<file path="config.mk">
export PLATFORM = sky130hd
export DESIGN_NAME = kcpsm6_io_bridge
export DESIGN_NICKNAME = d
export VERILOG_FILES = /design/src/rtl/kcpsm6_io_pkg.sv /design/src/rtl/sw_debounce.sv /design/src/rtl/kcpsm6_io_bridge.sv
export SDC_FILE = /design/constraint.sdc
export NUM_CORES = 1
export LEC_CHECK = 0
export BUFFER_PORTS_ARGS = -buffer_cell sky130_fd_sc_hd__buf_4
export CORE_ASPECT_RATIO = 1.4
export CORE_MARGIN = 5
export CORE_UTILIZATION = 60
export CTS_CLUSTER_DIAMETER = 120
export DETAILED_ROUTE_END_ITERATION = 16
export PLACE_DENSITY = 0.82
export RECOVER_POWER = 25
export SYNTH_ARGS = -nofsm -noshare
export SYNTH_HDL_FRONTEND = slang
export SYNTH_SLANG_ARGS = --single-unit
</file>
<file path="constraint.sdc">
create_clock -name clk -period 5 [get_ports clk]
set_input_delay 0.75 -clock clk [delete_from_list [all_inputs] [get_ports clk]]
set_output_delay 0.75 -clock clk [all_outputs]
set_load 0.03 [all_outputs]
</file>
<file path="src/rtl/kcpsm6_io_pkg.sv">
// Shared constants and helpers for the KCPSM6 port I/O bridge.
package kcpsm6_io_pkg;

  localparam logic [3:0] CTRL_SW_LEVEL = 4'd0;
  localparam logic [3:0] CTRL_EDGE     = 4'd1;
  localparam logic [3:0] CTRL_MASK     = 4'd2;

  localparam int unsigned SYNC_DEPTH = 2;

  // Bits needed to hold values 0..value-1, never less than one.
  function automatic int unsigned clog2(input int unsigned value);
    int unsigned r;
    r = 0;
    while ((64'd1 << r) < 64'(value)) r = r + 1;
    return (r == 0) ? 1 : r;
  endfunction

endpackage

</file>
<file path="src/rtl/sw_debounce.sv">
// One switch bit: synchroniser, stability counter, debounced level and rise pulse.
module sw_debounce
  import kcpsm6_io_pkg::*;
#(
  parameter int unsigned DEB_CYCLES = 50000
) (
  input  logic clk,
  input  logic reset,
  input  logic raw,
  output logic level,
  output logic rise
);

  localparam int unsigned CW = clog2(DEB_CYCLES);

  logic [SYNC_DEPTH-1:0] sync_q;
  logic [CW-1:0]         cnt_q;

  // Level flips only after the synchronised value disagrees for DEB_CYCLES clocks.
  always_ff @(posedge clk) begin
    if (reset) begin
      sync_q <= '0;
      cnt_q  <= '0;
      level  <= 1'b0;
      rise   <= 1'b0;
    end else begin
      sync_q <= {sync_q[SYNC_DEPTH-2:0], raw};
      rise   <= 1'b0;
      if (sync_q[SYNC_DEPTH-1] != level) begin
        if (cnt_q == CW'(DEB_CYCLES - 1)) begin
          level <= ~level;
          rise  <= ~level;
          cnt_q <= '0;
        end else begin
          cnt_q <= cnt_q + CW'(1);
        end
      end else begin
        cnt_q <= '0;
      end
    end
  end

endmodule

</file>
<file path="src/rtl/kcpsm6_io_bridge.sv">
// KCPSM6 port bus bridge: input mux, output registers, debounced switches,
// edge flags and a maskable interrupt with acknowledge.
module kcpsm6_io_bridge
  import kcpsm6_io_pkg::*;
#(
  parameter int unsigned NUM_IN     = 4,
  parameter int unsigned NUM_OUT    = 2,
  parameter bit          ONEHOT_OUT = 1'b1,
  parameter int unsigned DEB_CYCLES = 50000,
  parameter logic [7:0]  CTRL_BASE  = 8'hF0
) (
  input  logic                 clk,
  input  logic                 reset,
  input  logic [7:0]           port_id,
  input  logic                 write_strobe,
  input  logic                 k_write_strobe,
  input  logic                 read_strobe,
  input  logic [7:0]           out_port,
  output logic [7:0]           in_port,
  output logic                 interrupt,
  input  logic                 interrupt_ack,
  input  logic [8*NUM_IN-1:0]  gpio_in,
  input  logic [7:0]           sw_raw,
  output logic [8*NUM_OUT-1:0] gpio_out
);

  logic [7:0]         sw_level;
  logic [7:0]         sw_rise;
  logic [7:0]         flags_q;
  logic [7:0]         mask_q;
  logic               ctrl_sel;
  logic [3:0]         ctrl_off;
  logic [7:0]         rd_data;
  logic [NUM_OUT-1:0] out_we;
  logic [7:0]         flag_clr;
  logic [7:0]         flags_next;
  logic               irq_set;
  logic               mask_we;

  for (genvar b = 0; b < 8; b++) begin : g_deb
    sw_debounce #(.DEB_CYCLES(DEB_CYCLES)) u_deb (
      .clk   (clk),
      .reset (reset),
      .raw   (sw_raw[b]),
      .level (sw_level[b]),
      .rise  (sw_rise[b])
    );
  end

  // Address decode, read mux, write enables and flag/interrupt next-state.
  always_comb begin
    ctrl_sel = (port_id[7:4] == CTRL_BASE[7:4]);
    ctrl_off = port_id[3:0];
    rd_data  = 8'h00;
    out_we   = '0;
    flag_clr = 8'h00;
    mask_we  = 1'b0;

    if (ctrl_sel) begin
      case (ctrl_off)
        CTRL_SW_LEVEL: rd_data = sw_level;
        CTRL_EDGE:     rd_data = flags_q;
        CTRL_MASK:     rd_data = mask_q;
        default:       rd_data = 8'h00;
      endcase
    end else begin
      for (int i = 0; i < int'(NUM_IN); i++) begin
        if (port_id == 8'(i)) rd_data = gpio_in[8*i +: 8];
      end
    end

    for (int i = 0; i < int'(NUM_OUT); i++) begin
      if (write_strobe && !ctrl_sel)
        out_we[i] = ONEHOT_OUT ? port_id[i] : (port_id == 8'(i));
      if (k_write_strobe && (port_id[3:0] == 4'(i)))
        out_we[i] = 1'b1;
    end

    if (ctrl_sel && ctrl_off == CTRL_EDGE) begin
      if (read_strobe)  flag_clr = 8'hFF;
      if (write_strobe) flag_clr = flag_clr | out_port;
    end
    if (ctrl_sel && ctrl_off == CTRL_MASK && write_strobe) mask_we = 1'b1;

    // A rise in the same cycle as a clear keeps the flag set.
    flags_next = (flags_q & ~flag_clr) | sw_rise;
    irq_set    = |(sw_rise & mask_q);
  end

  always_ff @(posedge clk) begin
    if (reset) begin
      in_port   <= 8'h00;
      gpio_out  <= '0;
      flags_q   <= 8'h00;
      mask_q    <= 8'h00;
      interrupt <= 1'b0;
    end else begin
      in_port <= rd_data;
      for (int i = 0; i < int'(NUM_OUT); i++) begin
        if (out_we[i]) gpio_out[8*i +: 8] <= out_port;
      end
      flags_q <= flags_next;
      if (mask_we) mask_q <= out_port;
      interrupt <= irq_set | (interrupt & ~interrupt_ack);
    end
  end

endmodule
</file>
==> run_summary.xml <==
<?xml version="1.0" encoding="UTF-8"?>
<metrics>
  <group name="worst_setup_path">
    <metric name="critPathMaxFanout" unit="">23</metric>
    <metric name="crit_chain" unit="">clkbuf_1, nor2b_1, and4_1, mux2i_1, nor2_1</metric>
    <metric name="cp_data_required_time" unit="ns">5.34</metric>
    <metric name="critical_path.slowest_cell" unit="">sky130_fd_sc_hd__nor2b_1</metric>
    <metric name="ff2ff_setup_slack" unit="ns">3.06</metric>
    <metric name="critical_path_class" unit="">input port to flop</metric>
    <metric name="worstSetupStartpointType" unit="">input port</metric>
    <metric name="worstSetupEndpointType" unit="">flop</metric>
    <metric name="crit_arrival" unit="ns">2.90</metric>
    <metric name="timing.critical_path.slowest_cell_delay" unit="ns">0.67</metric>
  </group>
  <group name="clocking">
    <metric name="cts_tree" unit="">built</metric>
    <metric name="post-cts-setup-buffer-count" unit="">0</metric>
    <metric name="worst_skew_late_latency" unit="ns">0.48</metric>
    <metric name="root_buffer" unit="">sky130_fd_sc_hd__clkbuf_16</metric>
    <metric name="cts_inserted_buffers" unit="">20</metric>
    <metric name="cts.sinks" unit="">201</metric>
    <metric name="cts_resized" unit="">0</metric>
    <metric name="clockBufferDepth" unit="">3</metric>
    <metric name="cts.clk_slew.worst_paths" unit="ns">0.07</metric>
    <metric name="htree_num_levels" unit="">1</metric>
    <metric name="cts.hold.buffers_added" unit="">0</metric>
  </group>
  <group name="status">
    <metric name="run_status" unit="">finished clean</metric>
  </group>
  <group name="placement">
    <metric name="placed_cells" unit="">1177</metric>
    <metric name="dpl_worst_slack" unit="ns">2.47</metric>
    <metric name="place_congestion" unit="">0.851</metric>
    <metric name="detailedPlacementHpwl" unit="microns">12000</metric>
    <metric name="dpl_cell_area" unit="sq mm">0.00933</metric>
    <metric name="buffer_ports.inserted" unit="">86</metric>
  </group>
  <group name="sta">
    <metric name="hold_viol_final" unit="">0</metric>
    <metric name="grt_setup_unrepaired" unit="">no</metric>
    <metric name="shortest_period_the_worst_path_allows" unit="ns">2.55</metric>
    <metric name="setup_total_negative_slack" unit="ns">0</metric>
    <metric name="fmax" unit="MHz">392</metric>
    <metric name="skew" unit="ns">0.00998</metric>
    <metric name="tightestPinTransition" unit="ns">1.33</metric>
    <metric name="layout_setup_ws" unit="ns">2.45</metric>
    <metric name="relSlewSlack" unit="%">11.6</metric>
    <metric name="report.final.slew_viol_count" unit="">0</metric>
    <metric name="post-route-period-util" unit="%">51.0</metric>
    <metric name="setup_viol_count_final" unit="">0</metric>
  </group>
  <group name="synth">
    <metric name="synth.cell_area" unit="sq mm">0.00860</metric>
    <metric name="synth_async_sr_flop_share" unit="%">0</metric>
    <metric name="synth-edff-count" unit="">0</metric>
    <metric name="synth_cells" unit="">939</metric>
    <metric name="synth_cell_types" unit="">46</metric>
    <metric name="ys_warn_count" unit="">0</metric>
    <metric name="synth.net_count" unit="">1009</metric>
    <metric name="ys_seq_elements" unit="">201</metric>
    <metric name="synthFlopType" unit="">sky130_fd_sc_hd__dfxtp_1</metric>
    <metric name="synth_sequential_area_ratio" unit="%">46.8</metric>
    <metric name="average_cell_area_after_synthesis" unit="sq um">9.16</metric>
  </group>
  <group name="routing">
    <metric name="route.vias.total" unit="">6770</metric>
    <metric name="vias_per_cell" unit="">5.58</metric>
    <metric name="drtIter0Drc" unit="">420</metric>
    <metric name="first_pass_iters" unit="">5</metric>
    <metric name="drc_errors" unit="">0</metric>
    <metric name="wl_per_cell" unit="microns">14.5</metric>
    <metric name="postRouteAntennaNets" unit="">0</metric>
    <metric name="wirelength" unit="microns">17600</metric>
  </group>
  <group name="final_layout">
    <metric name="final_design_area_no_fill" unit="sq mm">0.0101</metric>
    <metric name="fin_nets" unit="">1084</metric>
    <metric name="drive_above_1_share" unit="%">13.3</metric>
    <metric name="final_cell_count_no_fill" unit="">1213</metric>
    <metric name="n_fill_cell" unit="">1028</metric>
    <metric name="area_growth" unit="%">17.1</metric>
    <metric name="n_antenna_cell" unit="">0</metric>
  </group>
  <group name="grt">
    <metric name="gr-total-overflow" unit="">0</metric>
    <metric name="grt_first_pass_wirelength" unit="microns">30100</metric>
    <metric name="groute.usage.overall" unit="%">20.8</metric>
    <metric name="via_count_of_the_first_global_routing_pass" unit="">6524</metric>
    <metric name="grt_start_max_net_pins" unit="">82</metric>
    <metric name="grt_antenna_before_repair" unit="">0</metric>
  </group>
  <group name="floorplanning">
    <metric name="die_w" unit="microns">111</metric>
    <metric name="design.die.area" unit="sq mm">0.0169</metric>
    <metric name="num_rows" unit="">51</metric>
    <metric name="placeableCoreArea" unit="sq mm">0.0140</metric>
    <metric name="io_pins" unit="">87</metric>
    <metric name="initial_core_util" unit="%">61.6</metric>
    <metric name="die_height" unit="microns">152</metric>
  </group>
  <group name="min_path">
    <metric name="min-delay-path-class" unit="">flop to flop</metric>
  </group>
  <group name="pwr">
    <metric name="power.static_leakage" unit="nW">3.36</metric>
    <metric name="power_density" unit="mW/mm^2">343</metric>
    <metric name="ir_drop" unit="uV">283</metric>
  </group>
  <group name="flow_run">
    <metric name="max-cap-violations" unit="">0</metric>
  </group>
</metrics>
## worst max-delay path: cells and delay by family
family | cells | cell delay, ns
buf+inv | 1 | 0.51
simple gates | 3 | 1.34
mux | 1 | 0.28
## placed cells by master (no fill, tap or decap), types with 18 or more instances in the layout
master	count
sky130_fd_sc_hd__nor3_1	30
sky130_fd_sc_hd__nand3_1	42
sky130_fd_sc_hd__xor2_1	24
sky130_fd_sc_hd__nand2_1	41
sky130_fd_sc_hd__buf_4	83
sky130_fd_sc_hd__nor4_1	28
sky130_fd_sc_hd__clkbuf_16	21
sky130_fd_sc_hd__nor2b_1	18
sky130_fd_sc_hd__dfxtp_1	201
sky130_fd_sc_hd__mux2i_1	41
sky130_fd_sc_hd__a21oi_1	19
sky130_fd_sc_hd__nor2_1	170
sky130_fd_sc_hd__xnor2_1	93
sky130_fd_sc_hd__inv_1	27
sky130_fd_sc_hd__nand4_1	42
## sequential cells by signal, summed over array words and instances, names as in the netlist
name                flops
interrupt               1
mask_q                  8
gpio_out               16
g_deb.u_deb.rise        8
g_deb.u_deb.cnt_q     128
in_port                 8
flags_q                 8
g_deb.u_deb.sync_q     16
g_deb.u_deb.level       8
## layer usage
| metal | up-vias | GRT usage, % | wire length (microns) |
|---|---|---|---|
| met4 | 0 | 5.96 | 333 |
| met3 | 23 | 4.21 | 986 |
| met1 | 3153 | 26.0 | 7790 |
| met5 | - | 0 | 0 |
| met2 | 170 | 36.5 | 8470 |
| li1 | 3424 | - | - |
## through the flow
step | util [%] | hold slack, ns | power [W]
6_report | 72.1 | 0.440 | 0.00346
5_1_grt | 72.1 | 0.461 | 0.00357
4_1_cts | 72.2 | 0.441 | 0.00349
3_5_place_dp | 66.8 | 0.424 | 0.00181
3_3_place_gp | 66.8 | 0.423 | 0.00180
2_1_floorplan | - | 0.414 | 0.00174
## final timing paths
check	start	to	cells after the start
max	port_id[0]	mask_q[1]	5
min	g_deb[5].u_deb.sync_q[0]	g_deb[5].u_deb.sync_q[1]	1
max reg2reg	g_deb[6].u_deb.cnt_q[0]	g_deb[6].u_deb.cnt_q[3]	5
min reg2reg	g_deb[5].u_deb.sync_q[0]	g_deb[5].u_deb.sync_q[1]	1
## cell usage after synthesis, types with 2 or more instances
master / n / area (sq um)
sky130_fd_sc_hd__dfxtp_1: 201 / 4020
sky130_fd_sc_hd__nand4_1: 42 / 263
sky130_fd_sc_hd__nand4b_1: 3 / 26.3
sky130_fd_sc_hd__xor2_1: 24 / 210
sky130_fd_sc_hd__mux2i_1: 41 / 410
sky130_fd_sc_hd__nor2_2: 10 / 62.6
sky130_fd_sc_hd__a32o_1: 2 / 20.0
sky130_fd_sc_hd__nor3_1: 30 / 150
sky130_fd_sc_hd__ha_1: 8 / 100
sky130_fd_sc_hd__and4_1: 7 / 61.3
sky130_fd_sc_hd__xnor2_1: 93 / 815
sky130_fd_sc_hd__or4_1: 2 / 15.0
sky130_fd_sc_hd__nor4_1: 28 / 175
sky130_fd_sc_hd__o31ai_1: 9 / 67.6
sky130_fd_sc_hd__buf_1: 4 / 15.0
sky130_fd_sc_hd__o21ai_0: 9 / 45.0
sky130_fd_sc_hd__inv_1: 27 / 101
sky130_fd_sc_hd__nand3_1: 42 / 210
sky130_fd_sc_hd__nor2b_1: 18 / 113
sky130_fd_sc_hd__a21oi_1: 19 / 95.1
sky130_fd_sc_hd__o2bb2ai_1: 8 / 70.1
sky130_fd_sc_hd__and3_1: 14 / 87.6
sky130_fd_sc_hd__nand2_1: 41 / 154
sky130_fd_sc_hd__or3_1: 2 / 12.5
sky130_fd_sc_hd__nor4bb_1: 13 / 130
sky130_fd_sc_hd__o22ai_1: 8 / 50.1
sky130_fd_sc_hd__buf_2: 5 / 25.0
sky130_fd_sc_hd__nor4b_1: 13 / 114
sky130_fd_sc_hd__clkbuf_1: 23 / 86.3
sky130_fd_sc_hd__nor2_1: 170 / 638
sky130_fd_sc_hd__mux2_2: 8 / 90.1
## report_power, final
part / total (W) / internal, W / switching (W)
Clock: 0.00169 / 0.00109 / 0.000594
Sequential: 0.00163 / 0.00162 / 0.00000931
Combinational: 0.000145 / 0.0000668 / 0.0000785
Total: 0.00346 / 0.00278 / 0.000681
## kinds of logic after synthesis
| logic type | after synthesis | share of synthesized area (%) |
|---|---|---|
| AO/OA/AOI/OAI | 60 | 4.52 |
| XOR/XNOR | 117 | 11.9 |
| adder cells (fa/ha/maj) | 8 | 1.16 |
| buffers and inverters | 60 | 2.88 |
| flip-flops | 201 | 46.8 |
| multiplexers | 49 | 5.82 |
| AND/OR/NAND/NOR | 444 | 26.9 |
## area by class of cell
cell class	instances	area (sq um)	area share (%)
Sequential cell	201	4020	39.9
Clock inverter	8	190	1.89
Tap cell	185	231	2.30
Multi-Input combinational cell	678	4330	43.0
Inverter	27	101	1.01
Timing Repair Buffer	86	634	6.30
Clock buffer	28	562	5.58
No activity file was read; power rests on OpenSTA's default activity.
